===== src/rtl/stopwatch_ctrl.sv =====
// stopwatch_ctrl: start/stop and lap/reset button controller for a mm:ss stopwatch.
// Each raw button passes through a 2-flop synchronizer, then a saturating debouncer.
// A rising debounced level gives a one-cycle press event, which drives a 4-state FSM.
// Optional build macro STOPWATCH_AUTO_STOP_EN: the stopwatch pauses automatically at 59:59.
module stopwatch_ctrl #(
  parameter int DEBOUNCE_CYCLES = 1_000_000
) (
  input  logic       clk,
  input  logic       reset,
  input  logic       btn_ss,
  input  logic       btn_lr,
  input  logic [5:0] seconds,
  input  logic [5:0] minutes,
  output logic       cnt_en,
  output logic       cnt_clr,
  output logic       lap_hold,
  output logic       lap_load,
  output logic [1:0] state
);

  localparam int CW = $clog2(DEBOUNCE_CYCLES + 1);

  typedef enum logic [1:0] {
    IDLE    = 2'b00,
    RUNNING = 2'b01,
    PAUSED  = 2'b10,
    LAP     = 2'b11
  } state_t;

  state_t     state_q;
  state_t     state_d;
  logic [1:0] raw_btn;
  logic [1:0] press;     // bit 0: start/stop, bit 1: lap/reset

  assign raw_btn = {btn_lr, btn_ss};

  for (genvar g = 0; g < 2; g++) begin : g_btn
    logic [1:0]    sync;
    logic          lvl;
    logic          lvl_d;
    logic [CW-1:0] cnt;

    // Two-flop synchronizer for the asynchronous button input
    always_ff @(posedge clk) begin
      if (reset) sync <= '0;
      else       sync <= {sync[0], raw_btn[g]};
    end

    // Debounce: accept the synchronized level after DEBOUNCE_CYCLES consecutive mismatches
    always_ff @(posedge clk) begin
      if (reset) begin
        cnt   <= '0;
        lvl   <= 1'b0;
        lvl_d <= 1'b0;
      end else begin
        lvl_d <= lvl;
        if (sync[1] == lvl) begin
          cnt <= '0;
        end else if (cnt == CW'(DEBOUNCE_CYCLES - 1)) begin
          lvl <= sync[1];
          cnt <= '0;
        end else if (cnt != CW'(DEBOUNCE_CYCLES)) begin
          cnt <= cnt + 1'b1;
        end
      end
    end

    assign press[g] = lvl & ~lvl_d;
  end

  // Next-state decode; start/stop wins over lap/reset when both fire together
  always_comb begin
    state_d = state_q;
    if (press[0]) begin
      case (state_q)
        IDLE:    state_d = RUNNING;
        RUNNING: state_d = PAUSED;
        PAUSED:  state_d = RUNNING;
        LAP:     state_d = PAUSED;
        default: state_d = state_q;
      endcase
    end else if (press[1]) begin
      case (state_q)
        IDLE:    state_d = IDLE;
        RUNNING: state_d = LAP;
        PAUSED:  state_d = IDLE;
        LAP:     state_d = RUNNING;
        default: state_d = state_q;
      endcase
    end
`ifdef STOPWATCH_AUTO_STOP_EN
    if ((state_q == RUNNING || state_q == LAP) && minutes == 6'd59 && seconds == 6'd59)
      state_d = PAUSED;
`endif
  end

`ifndef STOPWATCH_AUTO_STOP_EN
  logic unused_time;
  assign unused_time = ^{seconds, minutes};
`endif

  // State register plus one-cycle transition pulses aligned with the new state
  always_ff @(posedge clk) begin
    if (reset) begin
      state_q  <= IDLE;
      cnt_clr  <= 1'b0;
      lap_load <= 1'b0;
    end else begin
      state_q  <= state_d;
      cnt_clr  <= (state_q == PAUSED) && (state_d == IDLE);
      lap_load <= (state_q == RUNNING) && (state_d == LAP);
    end
  end

  assign cnt_en   = (state_q == RUNNING) || (state_q == LAP);
  assign lap_hold = (state_q == LAP);
  assign state    = state_q;

endmodule


===== config.mk =====
export PLATFORM = sky130hd
export DESIGN_NAME = stopwatch_ctrl
export DESIGN_NICKNAME = d
export VERILOG_FILES = /design/src/rtl/stopwatch_ctrl.sv
export SDC_FILE = /design/constraint.sdc
export NUM_CORES = 1
export LEC_CHECK = 0
export ABC_CLOCK_PERIOD_IN_PS = 2400
export BUFFER_PORTS_ARGS = -buffer_cell sky130_fd_sc_hd__buf_2
export CORE_AREA = 2 2 99 72
export CTS_CLUSTER_DIAMETER = 60
export DETAILED_ROUTE_END_ITERATION = 6
export DIE_AREA = 0 0 101 74
export GPL_TIMING_DRIVEN = 0
export PLACE_DENSITY_LB_ADDON = 0.25
export SLEW_MARGIN = 25
export SYNTH_ARGS = -nofsm -noshare
export SYNTH_HDL_FRONTEND = slang
export SYNTH_SLANG_ARGS = --single-unit

===== constraint.sdc =====
create_clock -name clk -period 2.4 [get_ports clk]
set_clock_uncertainty 0.1 [all_clocks]
set_input_delay 0.24 -clock clk [delete_from_list [all_inputs] [get_ports clk]]
set_output_delay 0.24 -clock clk [all_outputs]
set_load 0.01 [all_outputs]

==> results of run 1 <==
[placed cells by master, fill, tap and decap left out, types with 5 or more instances in the layout]
cell type   n
buf_2      12
clkbuf_1    6
clkbuf_8    5
o21ai_0    14
nand2_1    12
xnor2_1    11
nand4_1    10
nor3_1      7
nand3_1    20
nor2b_1     8
or4_1       8
xor2_1     14
nor4_1      6
dfxtp_1    52
inv_1       7
nor2_1     29
or3_1       9
a21oi_1    21
[power by group through the flow]
stage / Combinational, mW / Sequential (mW) / Clock [mW]
3_5_place_dp: 0.0210 / 0.889 / 0
6_report: 0.0224 / 0.869 / 0.614
3_3_place_gp: 0.0206 / 0.889 / 0
2_1_floorplan: 0.0136 / 0.888 / 0
5_1_grt: 0.0255 / 0.870 / 0.667
4_1_cts: 0.0210 / 0.869 / 0.641
[layout make-up]
type	instances	area share, %
plain buffers	11	2.133
clock buffers	6	2.749
clock inverters	2	1.469
inverters	7	0.9953
multi-input cells	203	47.20
flip-flops and latches	52	39.43
well taps	81	3.839
repair buffers	11	2.180
[final timing paths]
kind | slack (ns) | end | from
worst min-delay path | 0.04 | g_btn[1].sync[0]$_SDFF_PP0_ | btn_lr
worst max register to register | 0.11 | g_btn[0].cnt[8]$_SDFFE_PP0P_ | g_btn[0].cnt[15]$_SDFFE_PP0P_
worst min register to register | 0.34 | g_btn[1].sync[1]$_SDFF_PP0_ | g_btn[1].sync[0]$_SDFF_PP0_
worst max-delay path | 0.11 | g_btn[0].cnt[8]$_SDFFE_PP0P_ | g_btn[0].cnt[15]$_SDFFE_PP0P_
[sequential cells by signal, indices dropped and copies added, names as in the netlist]
signal	cells
lap_load	1
g_btn.sync	4
g_btn.lvl_d	2
cnt_clr	1
state	2
g_btn.lvl	2
g_btn.cnt	40
[per-stage QoR]
stage | std cells | hold WS, ns | total power [mW]
2_1_floorplan | 273 | 0.2682 | 0.9017
3_3_place_gp | 363 | 0.3246 | 0.9095
3_5_place_dp | 363 | 0.3351 | 0.9098
4_1_cts | 371 | 0.02901 | 1.531
5_1_grt | 373 | 0.04065 | 1.562
6_report | 373 | 0.03912 | 1.505
[repair_timing]
item / 4_1_cts / 5_1_grt
gates resized for setup: 0 / 10
endpoints found under the hold margin: 0 / 0
setup buffers: 0 / 1
endpoints found under the setup margin: 0 / 22
[cells by family after synthesis]
| logic type | count (synthesis) | share of synthesized area [%] |
|---|---|---|
| adders and majority gates | 4 | 2.132 |
| DFF | 52 | 44.35 |
| AOI/OAI and AO/OA | 42 | 9.648 |
| buffers and inverters | 18 | 3.145 |
| xor gates and xnor gates | 25 | 9.328 |
| and+or+nand+nor | 132 | 31.40 |
[critical path, delay by kind of cell (launching register included)]
family | cells | cell delay, ns
flops | 1 | 0.36
buf+inv | 1 | 0.25
compound gates | 1 | 0.22
simple gates | 3 | 1.25
[layer usage]
layer | share of wire [%] | track usage (%)
met3 | 4.4 | 3.383
met5 | 0 | 0
met4 | 1.0 | 4.805
met2 | 38 | 19.33
met1 | 57 | 19.77
==> run metrics, run 1 <==
status completed; # diodes 0; CTS tree built; setup violators final 0; Clk pin slew, worst setup/hold paths approximately 0.10 ns; most common cell in the netlist dfxtp_1; most frequent CP cell or4_1; worst skew pair latency 0.31 ns; top-area cell type share of the netlist area about 44%; drt initial violations 70; number of global-route vias before repair around 1700; CP Capture Type flop; grt ovf 0; port bufs 9; Placed Area 0.002494 sq mm; die height approximately 74 um; Yosys reg bits 52; clock network fraction of total power approximately two fifths; CTS root buffer clkbuf_8; # hold bufs at CTS 0; part of the power in combinational logic about 1.5%; Synth Instances 273; Total Wirelength about 4800 um; Layout area overhead 12.47%; Fill cells ~680; synthesized area per cell 8.598 sq um; antenna violations before repair 0; Internal Power 1.191 mW; setup tns final 0 ns; largest net degree at the start of global routing 17; die area around 0.0075 sq mm; Arr. time, crit path 2.39 ns; worst hold path depth 2; reg2reg path depth 5; DRC violations left 0; First-pass DRT Iterations 4; max frequency 0.4366 GHz; Post-synth EDFFs 0; CTS buffer count 5; RSZ-0062 raised after global routing no; Max Cap Viol 0; DR WL/cell ~13 um; sequential power share ~58%; min-delay worst type input port to flop; first-pass GRT wire length about 8000 um; crit-path cells or4_1, or4_1, o21ai_1, buf_2, nor2_1; clock sinks 52; Tmin final between 2 and 2.5 ns; endpoints failing hold 0; Final Net Count 311; sw frac between 20% and 30%; pwr dens 570.2 mW/mm^2; Vias approximately 1900; Leakage Power between 0.8 and 0.9 nW; post-route ant nets 0; Die W 101 um; max-slew violation count 0; Slew @ Worst Pin 0.6745 ns; Synth Cell Area 0.002347 sq mm; relative max-transition margin 54.62%; Post-Route Utilization around two fifths; GRT Util Overall around 14%; H-tree lvl count 2; share of layout cells above drive strength 1 a little under a tenth; Crit path required time ~2.5 ns; sequential area share after synthesis around 44%; HPWL Detailed roughly 3300 um; Crit Path Max Fanout 10; slowest cell on the critical path or4_1; Worst Path Class, Setup flop to flop; period utilisation layout 95.44%; area of the multi-input gates around 0.0012 sq mm; worst stage delay on the critical path about 0.63 ns; Commonest cells post-synth 52 x dfxtp_1, 29 x nor2_1, 21 x a21oi_1, 20 x nand3_1; I/O pins 22; GP Congestion between 0.7 and 0.8; Core Rows 25; design area 0.002640 sq mm; FF/Latch Area 0.001041 sq mm; Vias/cell 5.182; CP startpoint kind flop; Yosys Warn Count 0; Peak VDD IR approximately 0.25 mV; sw power about 0.31 mW; Syn Nets 293; area leader, netlist dfxtp_1; async set-reset flop share out of synthesis 0%; library cells used by synthesis 31; Synth Flop Type dfxtp_1; Final WS setup around 0.11 ns; synth top area cells dfxtp_1 44%, xor2_1 5.2%, nor2_1 4.6%, a21oi_1 4.5%, nand3_1 4.3%; worst slack at placement between 0.04 and 0.05 ns; CTS max path bufs 2; core area 0.006569 sq mm; Initial Util between 30% and 40%
Power figures use the tool's default switching activity.
==> inputs of run 2 (changes only) <==
--- a/config.mk
+++ b/config.mk
@@ -7,12 +7,14 @@
 export LEC_CHECK = 0
 export ABC_CLOCK_PERIOD_IN_PS = 2400
 export BUFFER_PORTS_ARGS = -buffer_cell sky130_fd_sc_hd__buf_2
+export CAP_MARGIN = 10
 export CORE_AREA = 2 2 99 72
 export CTS_CLUSTER_DIAMETER = 60
 export DETAILED_ROUTE_END_ITERATION = 6
 export DIE_AREA = 0 0 101 74
 export GPL_TIMING_DRIVEN = 0
 export PLACE_DENSITY_LB_ADDON = 0.25
+export SETUP_SLACK_MARGIN = 0.3
 export SLEW_MARGIN = 25
 export SYNTH_ARGS = -nofsm -noshare
 export SYNTH_HDL_FRONTEND = slang
==> run 2 against run 1 <==
  * Wire length rose by 15%
  * Combinational power rose by 66%
  * Register-to-register slack barely moved
  * Design area rose by 13%
  * Hold slack improved by 0.0078 ns
==> run metrics, run 2 (same netlist as run 1, synthesis figures left out) <==
I/O pins 22 (unchanged); worst skew pair latency 0.31 ns (about the same); Setup crit start g_btn[1].cnt[10]$_SDFFE_PP0P_ (was g_btn[0].cnt[15]$_SDFFE_PP0P_); largest net degree at the start of global routing 18 (was 17); Final Net Count 325 (was 311); Peak VDD IR 0.2686 mV (was 0.2542 mV); Max Cap Viol 0 (unchanged); grt met3 use 3.665% (was 3.383%); GP Congestion 0.7892 (was 0.7398); CP startpoint kind flop (unchanged); first-pass GRT wire length 9218 um (was 7983 um); max-slew violation count 0 (unchanged); M2 GR Usage 22.37% (was 19.33%); Initial Util 35.73% (unchanged); most frequent CP cell buf_6 (was or4_1); die area 0.007474 sq mm (unchanged); # hold bufs at CTS 0 (unchanged); DR WL/cell 14.20 um (was 12.80 um); GRT Util Overall 15.58% (was 13.51%); min-delay worst type input port to flop (unchanged); setup tns final 0 ns (unchanged); commonest cells after routing, fill and taps aside 41 x dfxtp_1, 19 x nand3_1, 15 x a21oi_2 (was 52 x dfxtp_1, 29 x nor2_1, 21 x a21oi_1); Fill cells 634 (was 679); HPWL Detailed 3364 um (was 3316 um); most common cell after layout, fill and taps aside dfxtp_1 (unchanged); grt ovf 0 (unchanged); Layout area overhead 27.29% (was 12.47%); # diodes 0 (unchanged); endpoints failing hold 0 (unchanged); number of global-route vias before repair 1918 (was 1665); First-pass DRT Iterations 4 (unchanged); clock sinks 52 (unchanged); worst slack at placement 0.1064 ns (was 0.04411 ns); Crit Path Max Fanout 5 (was 10); share of layout cells above drive strength 1 31.05% (was 9.247%); Total Wirelength 5497 um (was 4775 um); Die W 101 um (unchanged); busiest grt layer met1 (unchanged); post-route ant nets 0 (unchanged); pwr dens 474.9 mW/mm^2 (was 570.2 mW/mm^2); CP Capture Type flop (unchanged); Largest register FFs 40 (unchanged); Hold Path Origin btn_lr (unchanged); Largest regs g_btn.cnt (40), g_btn.sync (4) (unchanged); Final WS setup 0.1073 ns (was 0.1093 ns); Vias 2048 (was 1933); core area 0.006569 sq mm (unchanged); worst stage delay on the critical path 0.57 ns (was 0.63 ns); Vias/cell 5.292 (was 5.182); antenna violations before repair 0 (unchanged); H-tree lvl count 2 (unchanged); setup violators final 0 (unchanged); Tmin final 2.293 ns (was 2.291 ns); period utilisation layout 95.53% (was 95.44%); CTS root buffer clkbuf_8 (unchanged); Bufs and invs on worst path 2 (was 1); Crit path required time 2.50 ns (about the same); port bufs 9 (unchanged); FF/Latch Area 0.001070 sq mm (was 0.001041 sq mm); Leakage Power 0.9080 nW (was 0.8260 nW); Core Rows 25 (unchanged); reg-to-reg startpoint g_btn[1].cnt[10]$_SDFFE_PP0P_ (was g_btn[0].cnt[15]$_SDFFE_PP0P_); Slew @ Worst Pin 0.6475 ns (was 0.6745 ns); max frequency 0.4362 GHz (was 0.4366 GHz); Worst Path Class, Setup flop to flop (unchanged); status completed (unchanged); CTS buffer count 5 (unchanged); Reg with most FFs g_btn.cnt (unchanged); relative max-transition margin 56.44% (was 54.62%); kind of cell adding the most delay to the critical path simple AND/OR/NAND/NOR gates (unchanged); area of the multi-input gates 0.001434 sq mm (was 0.001246 sq mm); RSZ-0062 raised after global routing yes (was no); slowest cell on the critical path or4_4 (was or4_1); CTS max path bufs 2 (unchanged); die height 74 um (unchanged); crit-path cells or4bb_1, or4_4, o31ai_4, buf_6, buf_6, a21oi_2 (was or4_1, or4_1, o21ai_1, buf_2, nor2_1); CTS tree built (unchanged); DRC violations left 0 (unchanged); drt initial violations 98 (was 70); Clk pin slew, worst setup/hold paths 0.11 ns (was 0.10 ns); met1 track demand over resource 23.60% (was 19.77%); Arr. time, crit path 2.39 ns (about the same)
==> run 2: per-stage QoR <==
stage / instance area [sq um] / util (%) / power [mW] / hold WS [ns] / std cells
floorplan: 2359 / - / 0.9024 / 0.2682 / 273
global placement: 2505 / 38.13 / 0.9103 / 0.3261 / 363
detailed placement: 2505 / 38.13 / 0.9113 / 0.3348 / 363
CTS: 2756 / 41.96 / 1.430 / 0.04847 / 380
global route: 2988 / 45.49 / 1.473 / 0.06492 / 387
finish: 2988 / 45.49 / 1.419 / 0.04689 / 387
==> run 2: worst reg2reg max path: stages, from the launching register on <==
cell and delay [ns]:
dfxtp_4 0.36, or4bb_1 0.52, or4_4 0.57, o31ai_4 0.30, buf_6 0.16, buf_6 0.13, a21oi_2 0.04
==> run 2: what timing repair did <==
item / CTS / global route
setup buffers: 6 / 6
gates resized for setup: 34 / 59
pin swaps: 18 / 15
endpoints found under the setup margin: 41 / 42
cloned: 3 / 1
==> run 2: worst paths after layout <==
path	endpoint	slack [ns]	cells past startpoint
worst max-delay path	g_btn[1].cnt[18]$_SDFFE_PP0P_	0.11	6
worst min-delay path	g_btn[1].sync[0]$_SDFF_PP0_	0.05	2
worst max register to register	g_btn[1].cnt[18]$_SDFFE_PP0P_	0.11	6
worst min register to register	g_btn[1].sync[1]$_SDFF_PP0_	0.35	1
==> run 2: per-layer routing <==
metal | vias to the layer above | part of all wire, %
met5 | - | 0
met4 | 0 | 0.49
met3 | 2 | 4.1
met2 | 43 | 42
met1 | 965 | 53
li1 | 1038 | -
==> run 2: report_power, final <==
| part | internal [mW] | switching [mW] | total [mW] |
|---|---|---|---|
| Clock | 0.208 | 0.311 | 0.519 |
| Sequential | 0.860 | 0.00314 | 0.863 |
| Combinational | 0.0167 | 0.0205 | 0.0372 |
| Total | 1.08 | 0.334 | 1.42 |
==> run 2: cell type report <==
| class | instances | share of cell area, % |
|---|---|---|
| Buffer | 11 | 2.764 |
| Clock buffer | 5 | 2.303 |
| Clock inverter | 3 | 0.7119 |
| Inverter | 7 | 0.8794 |
| Multi-Input combinational cell | 203 | 47.99 |
| Sequential cell | 52 | 35.80 |
| Tap cell | 81 | 3.392 |
| Timing Repair Buffer | 25 | 6.156 |
==> inputs of run 3 (changes only) <==
--- a/config.mk
+++ b/config.mk
@@ -8,10 +8,10 @@
 export ABC_CLOCK_PERIOD_IN_PS = 2400
 export BUFFER_PORTS_ARGS = -buffer_cell sky130_fd_sc_hd__buf_2
 export CAP_MARGIN = 10
-export CORE_AREA = 2 2 99 72
+export CORE_AREA = 2 2 82 60
 export CTS_CLUSTER_DIAMETER = 60
 export DETAILED_ROUTE_END_ITERATION = 6
-export DIE_AREA = 0 0 101 74
+export DIE_AREA = 0 0 84 62
 export GPL_TIMING_DRIVEN = 0
 export PLACE_DENSITY_LB_ADDON = 0.25
 export SETUP_SLACK_MARGIN = 0.3
==> run 3 against run 2 <==
  * Utilization rose by 18 points
  * Register-to-register slack improved by 0.08 ns
  * Total power rose by 7.6%
  * Critical path type unchanged
  * Critical endpoint is now g_btn[1].lvl$_SDFFE_PP0P_
  * Largest power group unchanged
  * Highest routed layer unchanged
==> run metrics, run 3 (same netlist as run 1, synthesis figures left out) <==
status completed (unchanged); max frequency 0.4521 GHz (was 0.4362 GHz); endpoints failing hold 0 (unchanged); relative max-transition margin 52.05% (was 56.44%); post-route ant nets 0 (unchanged); Die W 84 um (was 101 um); CP startpoint kind flop (unchanged); Bufs and invs on worst path 0 (was 2); kind of cell adding the most delay to the critical path simple AND/OR/NAND/NOR gates (unchanged); Core Rows 21 (was 25); setup violators final 0 (unchanged); core area 0.004546 sq mm (was 0.006569 sq mm); grt ovf 0 (unchanged); most frequent CP cell or4_4 (was buf_6); Top Layer Used met4 (unchanged); Post-Route Utilization 63.06% (was 45.49%); GP Congestion 0.8173 (was 0.7892); DR WL/cell 14.57 um (was 14.20 um); die area 0.005208 sq mm (was 0.007474 sq mm); drt initial violations 130 (was 98); Largest register FFs 40 (unchanged); max-slew violation count 0 (unchanged); worst skew pair latency 0.31 ns (about the same); clock sinks 52 (unchanged); pwr dens 532.9 mW/mm^2 (was 474.9 mW/mm^2); length of routed wiring on met1 2872 um (was 2931 um); Vias/cell 5.584 (was 5.292); Peak VDD IR 0.2994 mV (was 0.2686 mV); First-pass DRT Iterations 4 (unchanged); I/O pins 22 (unchanged); Largest regs g_btn.cnt (40), g_btn.sync (4) (unchanged); metal2 WL 2111 um (was 2313 um); H-tree lvl count 2 (unchanged); antenna violations before repair 0 (unchanged); die height 62 um (was 74 um); slowest cell on the critical path or4_4 (unchanged); Vias 2016 (was 2048); Slew @ Worst Pin 0.7127 ns (was 0.6475 ns); Met3 Routed Length 218 um (was 225 um); Max Cap Viol 0 (unchanged); Arr. time, crit path 2.36 ns (was 2.39 ns); Leakage Power 0.9129 nW (was 0.9080 nW); period utilisation layout 92.15% (was 95.53%); share of layout cells above drive strength 1 24.01% (was 31.05%); commonest cells after routing, fill and taps aside 41 x dfxtp_1, 25 x nor2_1, 19 x nand3_1 (was 41 x dfxtp_1, 19 x nand3_1, 15 x a21oi_2); HPWL Detailed 3346 um (was 3364 um); # diodes 0 (unchanged); Crit Path Max Fanout 3 (was 5); Total Wirelength 5260 um (was 5497 um); largest net degree at the start of global routing 17 (was 18); Crit path required time 2.55 ns (was 2.50 ns); area of the multi-input gates 0.001351 sq mm (was 0.001434 sq mm); min-delay worst type input port to flop (unchanged); setup tns final 0 ns (unchanged); Fill cells 382 (was 634); crit-path cells or4_4, or4_4, or4_1, a21oi_1 (was or4bb_1, or4_4, o31ai_4, buf_6, buf_6, a21oi_2); Reg with most FFs g_btn.cnt (unchanged); CTS tree built (unchanged); Tmin final 2.212 ns (was 2.293 ns); Layout area overhead 22.12% (was 27.29%); CTS max path bufs 2 (unchanged); CTS buffer count 5 (unchanged); Final Net Count 323 (was 325); first-pass GRT wire length 8335 um (was 9218 um); RSZ-0062 raised after global routing yes (unchanged); FF/Latch Area 0.001070 sq mm (unchanged); CTS root buffer clkbuf_8 (unchanged); Clk pin slew, worst setup/hold paths 0.10 ns (was 0.11 ns); # hold bufs at CTS 0 (unchanged); number of global-route vias before repair 1695 (was 1918); CP Capture Type flop (unchanged); most common cell after layout, fill and taps aside dfxtp_1 (unchanged); Worst Path Class, Setup flop to flop (unchanged); DRC violations left 0 (unchanged); port bufs 9 (unchanged); Initial Util 51.64% (was 35.73%); GRT Util Overall 20.46% (was 15.58%); worst stage delay on the critical path 0.57 ns (about the same)
==> run 3: cell types whose count changed in the layout (fill, tap and decap cells not counted), sizes merged <==
cell,previous run,this run
inv,8,7
buf,31,28
bufinv,0,1
clkbuf,10,12
clkinvlp,1,0
==> run 3: path summary, 6_finish.rpt <==
kind                                      from                           to  slack (ns)  cells after the start
setup / recovery  g_btn[1].cnt[7]$_SDFFE_PP0P_    g_btn[1].lvl$_SDFFE_PP0P_        0.19                      4
hold / removal                          btn_lr  g_btn[1].sync[0]$_SDFF_PP0_        0.04                      2
setup reg to reg  g_btn[1].cnt[7]$_SDFFE_PP0P_    g_btn[1].lvl$_SDFFE_PP0P_        0.19                      4
hold reg to reg    g_btn[1].sync[0]$_SDFF_PP0_  g_btn[1].sync[1]$_SDFF_PP0_        0.37                      1
==> run 3: power breakdown <==
part	switching, mW	total (mW)	internal (mW)
clock network	0.292	0.633	0.341
logic	0.0178	0.0311	0.0134
registers	0.00331	0.863	0.860
total	0.313	1.53	1.21
==> run 3: repair_timing <==
| item | in CTS | in global routing |
|---|---|---|
| endpoints found under the setup margin | 41 | 42 |
| pin swaps | 3 | 12 |
| setup buffers | 5 | 5 |
| gates resized for setup | 19 | 44 |
| gates cloned | 3 | 1 |
==> run 3: area by class of cell <==
cell class,count,share of cell area (%)
Tap cell,57,2.488
Clock inverter,2,1.353
Buffer,11,2.401
Inverter,7,0.9166
Clock buffer,6,2.881
Timing Repair Buffer,23,5.500
Multi-Input combinational cell,203,47.14
Sequential cell,52,37.32
==> run 3: per-stage QoR <==
stage | total power [mW] | setup WS (ns) | hold slack [ns] | cells | cell area [sq um]
after floorplan | 0.9024 | 0.2889 | 0.2682 | 273 | 2359
after global placement | 0.9101 | 0.1746 | 0.3305 | 339 | 2475
after detailed placement | 0.9107 | 0.1467 | 0.3385 | 339 | 2475
after CTS | 1.543 | 0.1927 | 0.03673 | 355 | 2696
after global routing | 1.576 | 0.1369 | 0.06379 | 361 | 2867
final | 1.527 | 0.1883 | 0.03542 | 361 | 2867
==> run 3: worst register-to-register path, stage by stage (launching register included) <==
cell     delay (ns)
dfxtp_4        0.35
or4_4          0.53
or4_4          0.57
or4_1          0.48
a21oi_1        0.12
==> run 3: metal layers <==
layer / up-vias / global-route usage [%]
li1: 1035 / -
met1: 939 / 30.87
met4: 0 / 6.221
met5: - / 0
met3: 5 / 4.888
met2: 37 / 28.91
